--- src/rtl/uart_tx_ctrl_if.sv ---
`default_nettype none
// ============================================================================
// Module   : uart_tx_ctrl_if
// Purpose  : Bundles the request and frame-control signals of the UART
//            transmit frame sequencer.
// Ports    : master - request side (drives data_valid, p_data_in, par_en,
//                     par_typ; observes the frame-control outputs)
//            slave  - sequencer side (the reverse directions)
// Revision : 1.0 - initial release
// ============================================================================
interface uart_tx_ctrl_if #(
  parameter int DATA_WIDTH = 8
);
  // request side
  logic                  data_valid;
  logic [DATA_WIDTH-1:0] p_data_in;
  logic                  par_en;
  logic                  par_typ;
  // frame-control side
  logic [DATA_WIDTH-1:0] data_reg;
  logic                  par_typ_reg;
  logic                  par_calc_en;
  logic                  ser_bit;
  logic [1:0]            mux_sel;
  logic                  busy;
  logic                  frame_done;

  modport master (
    output data_valid, p_data_in, par_en, par_typ,
    input  data_reg, par_typ_reg, par_calc_en, ser_bit, mux_sel, busy,
           frame_done
  );

  modport slave (
    input  data_valid, p_data_in, par_en, par_typ,
    output data_reg, par_typ_reg, par_calc_en, ser_bit, mux_sel, busy,
           frame_done
  );
endinterface
`default_nettype wire

--- src/rtl/uart_tx_ctrl.sv ---
`default_nettype none
// ============================================================================
// Module   : uart_tx_ctrl
// Purpose  : UART transmit frame sequencer. Accepts a byte on data_valid
//            while idle, latches it together with the parity settings and
//            walks start, data (LSB first), optional parity and stop, one
//            bit per clk.
// Ports    : clk  - transmit bit clock
//            rst  - asynchronous active-low reset
//            bus  - uart_tx_ctrl_if.slave
//                   in : data_valid, p_data_in, par_en, par_typ
//                   out: data_reg, par_typ_reg, par_calc_en, ser_bit,
//                        mux_sel (00 start, 01 idle/stop, 10 data,
//                        11 parity), busy, frame_done
// Revision : 1.0 - initial release
// ============================================================================
module uart_tx_ctrl #(
  parameter int DATA_WIDTH = 8
) (
  input  logic           clk,
  input  logic           rst,
  uart_tx_ctrl_if.slave  bus
);

  localparam int IDX_W = (DATA_WIDTH > 1) ? $clog2(DATA_WIDTH) : 1;
  localparam logic [IDX_W-1:0] C_LAST_IDX = IDX_W'(DATA_WIDTH - 1);

  localparam logic [1:0] C_SEL_START  = 2'b00;
  localparam logic [1:0] C_SEL_IDLE   = 2'b01;
  localparam logic [1:0] C_SEL_DATA   = 2'b10;
  localparam logic [1:0] C_SEL_PARITY = 2'b11;

  typedef enum logic [2:0] {
    S_IDLE   = 3'd0,
    S_START  = 3'd1,
    S_DATA   = 3'd2,
    S_PARITY = 3'd3,
    S_STOP   = 3'd4
  } state_t;

  state_t                r_state;
  state_t                w_state_next;
  logic [IDX_W-1:0]      r_bit_idx;
  logic [DATA_WIDTH-1:0] r_data;
  logic                  r_par_en;
  logic                  r_par_typ;

  logic [1:0]            w_mux_sel;
  logic                  w_busy;
  logic                  w_par_calc_en;
  logic                  w_frame_done;
  logic                  w_ser_bit;

  // --------------------------------------------------------------------------
  // State register
  // --------------------------------------------------------------------------
  always_ff @(posedge clk or negedge rst) begin
    if (!rst) begin
      r_state <= S_IDLE;
    end else begin
      r_state <= w_state_next;
    end
  end

  // --------------------------------------------------------------------------
  // Frame datapath: payload/parity latches and data bit index.
  // Latching only in IDLE is what makes input changes during a frame inert.
  // --------------------------------------------------------------------------
  always_ff @(posedge clk or negedge rst) begin
    if (!rst) begin
      r_data    <= '0;
      r_par_en  <= 1'b0;
      r_par_typ <= 1'b0;
      r_bit_idx <= '0;
    end else begin
      case (r_state)
        S_IDLE: begin
          if (bus.data_valid) begin
            r_data    <= bus.p_data_in;
            r_par_en  <= bus.par_en;
            r_par_typ <= bus.par_typ;
            r_bit_idx <= '0;
          end
        end
        S_DATA: begin
          if (r_bit_idx == C_LAST_IDX) begin
            r_bit_idx <= '0;
          end else begin
            r_bit_idx <= r_bit_idx + IDX_W'(1);
          end
        end
        default: begin
          r_bit_idx <= r_bit_idx;
        end
      endcase
    end
  end

  // --------------------------------------------------------------------------
  // Next-state and Moore output decode
  // --------------------------------------------------------------------------
  always_comb begin
    w_state_next  = r_state;
    w_mux_sel     = C_SEL_IDLE;
    w_busy        = 1'b0;
    w_par_calc_en = 1'b0;
    w_frame_done  = 1'b0;

    case (r_state)
      S_IDLE: begin
        if (bus.data_valid) begin
          w_state_next = S_START;
        end
      end
      S_START: begin
        w_mux_sel     = C_SEL_START;
        w_busy        = 1'b1;
        // Parity calculator captures data_reg here so the parity bit is
        // settled well before the PARITY slot.
        w_par_calc_en = r_par_en;
        w_state_next  = S_DATA;
      end
      S_DATA: begin
        w_mux_sel = C_SEL_DATA;
        w_busy    = 1'b1;
        if (r_bit_idx == C_LAST_IDX) begin
          w_state_next = r_par_en ? S_PARITY : S_STOP;
        end
      end
      S_PARITY: begin
        w_mux_sel    = C_SEL_PARITY;
        w_busy       = 1'b1;
        w_state_next = S_STOP;
      end
      S_STOP: begin
        w_mux_sel    = C_SEL_IDLE;
        w_busy       = 1'b1;
        w_frame_done = 1'b1;
        w_state_next = S_IDLE;
      end
      default: begin
        w_state_next = S_IDLE;
      end
    endcase
  end

  // Serial data bit is combinational so it tracks bit_idx in the same cycle.
  assign w_ser_bit = (r_state == S_DATA) ? r_data[r_bit_idx] : 1'b0;

  assign bus.data_reg    = r_data;
  assign bus.par_typ_reg = r_par_typ;
  assign bus.par_calc_en = w_par_calc_en;
  assign bus.ser_bit     = w_ser_bit;
  assign bus.mux_sel     = w_mux_sel;
  assign bus.busy        = w_busy;
  assign bus.frame_done  = w_frame_done;

endmodule
`default_nettype wire

--- src/flat_wrapper.sv ---
// flat-port wrapper written by rule: the top's interface ports become plain ports
module uart_tx_ctrl_flat 
#(
  parameter int DATA_WIDTH = 8
)
  (clk, rst, bus_data_valid, bus_p_data_in, bus_par_en, bus_par_typ, bus_data_reg, bus_par_typ_reg, bus_par_calc_en, bus_ser_bit, bus_mux_sel, bus_busy, bus_frame_done);
  uart_tx_ctrl_if #(.DATA_WIDTH(DATA_WIDTH)) bus_i ();
  input  logic clk;
  input  logic rst;
  input wire logic [$bits(bus_i.data_valid)-1:0] bus_data_valid;
  input wire logic [$bits(bus_i.p_data_in)-1:0] bus_p_data_in;
  input wire logic [$bits(bus_i.par_en)-1:0] bus_par_en;
  input wire logic [$bits(bus_i.par_typ)-1:0] bus_par_typ;
  output wire logic [$bits(bus_i.data_reg)-1:0] bus_data_reg;
  output wire logic [$bits(bus_i.par_typ_reg)-1:0] bus_par_typ_reg;
  output wire logic [$bits(bus_i.par_calc_en)-1:0] bus_par_calc_en;
  output wire logic [$bits(bus_i.ser_bit)-1:0] bus_ser_bit;
  output wire logic [$bits(bus_i.mux_sel)-1:0] bus_mux_sel;
  output wire logic [$bits(bus_i.busy)-1:0] bus_busy;
  output wire logic [$bits(bus_i.frame_done)-1:0] bus_frame_done;
  assign bus_i.data_valid = bus_data_valid;
  assign bus_i.p_data_in = bus_p_data_in;
  assign bus_i.par_en = bus_par_en;
  assign bus_i.par_typ = bus_par_typ;
  assign bus_data_reg = bus_i.data_reg;
  assign bus_par_typ_reg = bus_i.par_typ_reg;
  assign bus_par_calc_en = bus_i.par_calc_en;
  assign bus_ser_bit = bus_i.ser_bit;
  assign bus_mux_sel = bus_i.mux_sel;
  assign bus_busy = bus_i.busy;
  assign bus_frame_done = bus_i.frame_done;
  uart_tx_ctrl #(.DATA_WIDTH(DATA_WIDTH)) u_core (.clk(clk), .rst(rst), .bus(bus_i));
endmodule
--- config.mk ---
export PLATFORM = sky130hd
export DESIGN_NAME = uart_tx_ctrl_flat
export DESIGN_NICKNAME = d
export VERILOG_FILES = /design/src/rtl/uart_tx_ctrl_if.sv /design/src/rtl/uart_tx_ctrl.sv /design/src/flat_wrapper.sv
export SDC_FILE = /design/constraint.sdc
export NUM_CORES = 1
export LEC_CHECK = 0
export ABC_AREA = 1
export BUFFER_PORTS_ARGS = -buffer_cell sky130_fd_sc_hd__buf_4
export CORE_ASPECT_RATIO = 0.9
export CORE_MARGIN = 2
export CORE_UTILIZATION = 48
export CTS_CLUSTER_DIAMETER = 200
export DETAILED_ROUTE_END_ITERATION = 8
export MAX_ROUTING_LAYER = met4
export PLACE_DENSITY_LB_ADDON = 0.12
export SLEW_MARGIN = 10
export SYNTH_ARGS = -nofsm -noshare
export SYNTH_HDL_FRONTEND = slang
export SYNTH_SLANG_ARGS = --single-unit
--- constraint.sdc ---
create_clock -name clk -period 1.4 [get_ports clk]
set_input_delay 0.07 -clock clk [delete_from_list [all_inputs] [get_ports clk]]
set_output_delay 0.07 -clock clk [all_outputs]
set_load 0.02 [all_outputs]
# Word level (Yosys, flattened, before mapping)
# Index checks and enable logic that the tools add are counted.
dict set report classes {
  bitwise 0
  muxes 14
  div_mod_pow 0
  n_eq_ne 7
  n_lt_le_gt_ge 1
  mul 0
  reduce_logical 6
  add_sub_neg 1
  shifts 0
}
# operator count
set op_table {}
lappend op_table {{two-way mux 3 bit} 5}
lappend op_table {{case mux 3 bit (4 select lines)} 1}
lappend op_table {{== test 3 x 2 -> 1 bit (second input constant)} 2}
lappend op_table {{== test 3 bit (second input constant)} 2}
lappend op_table {{case mux 2 bit (3 select lines)} 1}
lappend op_table {{case mux 3 bit (2 select lines)} 1}
lappend op_table {{AND reduction 2 bit} 3}
lappend op_table {{two-way mux 1 bit} 5}
lappend op_table {{< comparator 3 x 4 -> 1 bit (second input constant)} 1}
lappend op_table {{OR reduction 4 bit} 1}
lappend op_table {{adder 3 x 1 -> 3 bit (second input constant)} 1}
lappend op_table {{binary-select mux 1 bit (select 3 bit)} 1}
lappend op_table {{== test 3 x 1 -> 1 bit (second input constant)} 1}
lappend op_table {{logical NOT 3 bit} 1}
lappend op_table {{!= test 2 x 1 -> 1 bit (second input constant)} 1}
lappend op_table {{!= test 2 bit (second input constant)} 1}
lappend op_table {{nonzero test 2 bit} 1}
dict set report word_totals {
  output_inout_bits 15
  romBits 0
  memories 0
  ramBits 0
  regBits 16
  in_bits 13
  latch_bits 0
}

# Logic depth before layout (Yosys ltp)
dict set report depth {
  ltp_word 3
  mapped_depth 7
}

# Least setup slack after synthesis
# Ideal clock, no wire load.
dict set report synth_path {
  path_kind {reg2out}
  from {reg u_core.r_state[0]}
  to {out bus_busy}
  path_stages_with_launch 6
  slack_ns 0.045
  t_required_ns 1.330
  arrival_ns 1.285
  path_cell_list {dfrtp_1 > nor2_2 > inv_1 > nor2_1 > a21oi_1 > o21ai_0}
}
dict set report synth_via {
  elab_chain_cells 3
  word_cells_on_any_way 6
  cone_classes {eq/ne: 4; mux: 1; reduce/logical: 1}
}
# element line
set synth_rtl {}
lappend synth_rtl {{from (decl)} uart_tx_ctrl.sv:41} ;# state_t r_state;
lappend synth_rtl {{from (signal assigned)} uart_tx_ctrl.sv:61} ;# r_state <= w_state_next;
lappend synth_rtl {{== test 3 bit, or another cell as far along} uart_tx_ctrl.sv:109} ;# case (r_state)
lappend synth_rtl {{OR reduction 4 bit (no source line) *} n/a}
lappend synth_rtl {{two-way mux 1 bit *} uart_tx_ctrl.sv:109}
lappend synth_rtl {{to (decl)} flat_wrapper.sv:19} ;# output wire logic [$bits(bus_i.busy)-1:0] bus_busy;
# Mark *: on every way between the ends. The rest lies on a longest branch, timed or not.

# Final worst setup path
dict set report layout_path {
  from {reg u_core.r_bit_idx[0]}
  to {out bus_ser_bit}
}
dict set report layout_via {
  elab_chain_cells 3
}
# element line
set layout_rtl {}
lappend layout_rtl {{from (decl)} uart_tx_ctrl.sv:43} ;# logic [IDX_W-1:0] r_bit_idx;
lappend layout_rtl {{from (signal assigned)} uart_tx_ctrl.sv:89} ;# r_bit_idx <= r_bit_idx + IDX_W'(1);
lappend layout_rtl {{from (signal assigned)} uart_tx_ctrl.sv:93} ;# r_bit_idx <= r_bit_idx;
lappend layout_rtl {{binary-select mux 1 bit (select 3 bit)} uart_tx_ctrl.sv:148} ;# assign w_ser_bit = (r_state == S_DATA) ? r_data[r_bit_idx] : 1'b0;
lappend layout_rtl {{two-way mux 1 bit (not written as such)} uart_tx_ctrl.sv:148}
lappend layout_rtl {{two-way mux 1 bit} uart_tx_ctrl.sv:148}
lappend layout_rtl {{to (decl)} flat_wrapper.sv:17} ;# output wire logic [$bits(bus_i.ser_bit)-1:0] bus_ser_bit;
# No other way between the ends. The select of a mux whose other input is x is not followed.

==> impl_metrics.toml <==
[die]
die_area_um2 = 2088
rows = 14
core_area_um2 = 1647
start_util = 0.5068
die_y_um = 43.56
die_x_um = 47.95
io_pins = 28

[critical_path]
crit_path_top_delay_cell = "dfrtp_2"
path_delay_family = "flip-flops"
crit_chain = "buf_6 -> nand2_4 -> nand3_2 -> nand2_2 -> nor2_2 -> nor2_1 -> buf_4"
cpPeakStageDelay_ps = 460
start_kind = "register"
reg2reg_depth = 7
end_kind = "output port"
r2r_start = "u_core.r_bit_idx[0]"
r2r_end = "u_core.r_state[1]"
critPathRequiredTime_ps = 1330
critPathArrivalTime_ps = 1380
crit_type = "register to output port"
r2r_setup_slack_ps = 40
critPathMaxFanout = 4
crit_buf_inv = 2

[pwr]
total_power_mw = 3.166
clockPowerShare = 0.078
seqPwrFrac = 0.273
combPwrFrac = 0.649
p_sw_mw = 1.507
leakage_nw = 0.6729
internal_power_mw = 1.658
irDropWorstVdd_uv = 1408
p_sw_frac = 0.4762
p_per_area_nw_per_um2 = 2437

[global_routing]
busiest_layer = "met2"
grtUsageMet3 = 0.05417
grt_pass1_vias = 787
grt-ovfl-total = 0
grt_first_pass_wirelength_um = 3305
antenna_found_initial = 0
grtUsageTotal = 0.2353
grt_use_met2 = 0.3493
grt_start_max_net_pins = 18
grtUsageMet1 = 0.3056

[detailed_routing]
drt-total-wl_um = 2152
drc = 0
drt-initial-drc-count = 13
ant_nets = 0
firstDrtPassIters = 4
viasPerCell = 4.949
wl_per_cell_um = 12.30
vias = 866

[cells_and_area]
final_area_um2 = 1299
syn2layout_area_growth_pct = 55.62
multi_input_area_um2 = 411.6
fill_cells = 110
drive_gt1_frac = 0.4570
num_antenna_cells = 0
register_area_um2 = 404.1
largest_reg_flops = 8
final_nets = 168

[synthesis]
ys_ff_latch = 16
synth-edff-count = 0
syn_area_per_cell_um2 = 7.948
async_flop_share = 1.000
syn_area_um2 = 834.6
syn_nets = 120
yosysWarnings = 0
yosysMostFrequentCell = "nand2_1"
synth.area.top_cells = "dfrtp_1 48%, nand2_1 13%, inv_1 7.6%"
synth_largest_area_cell = "dfrtp_1"
yosysTopAreaCellShare = 0.4798
netlist_instances = 105
ys_seq_area_frac = 0.4798
synth_flop_cell = "dfrtp_1"
ys_types = 17
synth_common_cells = "30 x nand2_1, 17 x inv_1, 16 x dfrtp_1"

[clock_tree]
cts.sinks = 16
cts_tree = "built"
clk_latency_ps = 290
cts.clk_slew.worst_paths_ps = 90
root_buffer = "clkbuf_4"
ctsLongestPathBuffers = 2
cts_inserted_buffers = 3
htreeDepth = 1

[hold_path]
hold_depth = 3
hp-start = "bus_p_data_in[0]"
hold_end = "u_core.bus.data_reg[0]"
hold_class = "input port to register"

[sta]
fmaxAchievable_mhz = 691.2
worst_pin_slew_ps = 206.0
rsz0062_at_grt = "yes"
setup_viol_count_final = 2
period_share = 1.033
fin_ws_ps = -46.86
finClkSkew_ps = 7.387
max-slew-margin-rel = 0.8627
hold_viol_final = 0
slew_violations = 0
min_period_ps = 1447

[outcome]
violations = "negative setup slack"
status = "complete, but fails checks"

[place]
gp_congestion = 0.7686
hpwl_um = 1377
pre_cts_ws_ps = 120.3
io_buffers = 27
placed_cell_area_um2 = 1071

[run]
drv_cap = 0
[logic make-up (layout without fill, tap and decap cells)]
group | Yosys count | in the layout | share of synthesized area
buffers and inverters | 20 | 66 | 0.1034
DFF | 16 | 16 | 0.4798
and+or+nand+nor | 50 | 50 | 0.2804
AOI/OAI and AO/OA | 17 | 17 | 0.1064
adders and majority gates | 2 | 2 | 0.02998
[placed cells by master, fill, tap and decap left out]
| cell | count |
|---|---|
| o21ai_0 | 8 |
| a21oi_1 | 2 |
| clkbuf_4 | 3 |
| dfrtp_2 | 3 |
| ha_1 | 2 |
| inv_2 | 3 |
| dfrtp_1 | 13 |
| buf_4 | 36 |
| nand2_4 | 2 |
| nand3_1 | 2 |
| dlygate4sd3_1 | 7 |
| nor2_1 | 4 |
| a21oi_2 | 1 |
| nor2_4 | 5 |
| buf_6 | 2 |
| nand3_2 | 5 |
| nand2_1 | 24 |
| o21ai_1 | 5 |
| nand2_2 | 7 |
| nor2_2 | 1 |
| o21ai_2 | 1 |
| inv_1 | 15 |
[routing by layer]
metal	wire length [µm]	part of all wire	vias up
met5	0	0	-
met4	35	0.016	0
met3	87	0.040	5
met2	1081	0.50	26
met1	948	0.44	417
li1	-	-	418
[worst max-delay path by stage]
| stage | startpoint | to | slack, ps | cells past startpoint |
|---|---|---|---|---|
| floorplan | u_core.r_state[0] | bus_busy | 40 | 5 |
| global placement | u_core.r_state[2] | u_core.r_state[1] | 160 | 6 |
| detailed placement | u_core.r_state[0] | u_core.bus.data_reg[7] | 120 | 6 |
| CTS | u_core.r_bit_idx[0] | bus_ser_bit | -10 | 7 |
| global route | u_core.r_state[1] | bus_busy | -80 | 6 |
| finish | u_core.r_bit_idx[0] | bus_ser_bit | -50 | 7 |
[power groups by stage]
| stage | registers, mW | clock network, mW | logic (mW) |
|---|---|---|---|
| 3_5_place_dp | 0.852 | 0 | 1.64 |
| 5_1_grt | 0.884 | 0.264 | 2.23 |
| 6_report | 0.865 | 0.245 | 2.06 |
| 4_1_cts | 0.854 | 0.247 | 1.85 |
| 3_3_place_gp | 0.851 | 0 | 1.59 |
| 2_1_floorplan | 0.994 | 0 | 0.914 |
[final cells by class]
cell class / count / share of cell area
multi-input combinational: 69 / 0.3170
sequential: 16 / 0.3112
timing repair buffer: 45 / 0.2794
inverter: 18 / 0.05202
tap: 24 / 0.02312
clock buffer: 3 / 0.01734
[worst min-delay path: cells and delay by family]
family | cells | cell delay, ps
compound gates | 1 | 60
buf+inv | 1 | 80
simple gates | 1 | 40
[metrics by stage]
stage | instances | setup TNS, ps | utilization | hold slack [ps]
after floorplan | 105 | 0 | - | -225.6
after global placement | 157 | 0 | 0.6505 | -61.81
after detailed placement | 157 | 0 | 0.6505 | -58.90
after CTS | 173 | -10.44 | 0.7515 | 0.5220
after global routing | 175 | -199.8 | 0.7888 | 6.030
final | 175 | -70.32 | 0.7888 | 4.653
[what timing repair did]
item                                    in CTS  in global routing
endpoints found under the setup margin       3                  3
resized for setup                           10                 15
hold buffers                                 7                  0
pin swaps                                    8                  7
hold endpoints to repair                    22                  0
buffers inserted                             6                  2
Note: power is estimated with default switching activity, not from simulation.
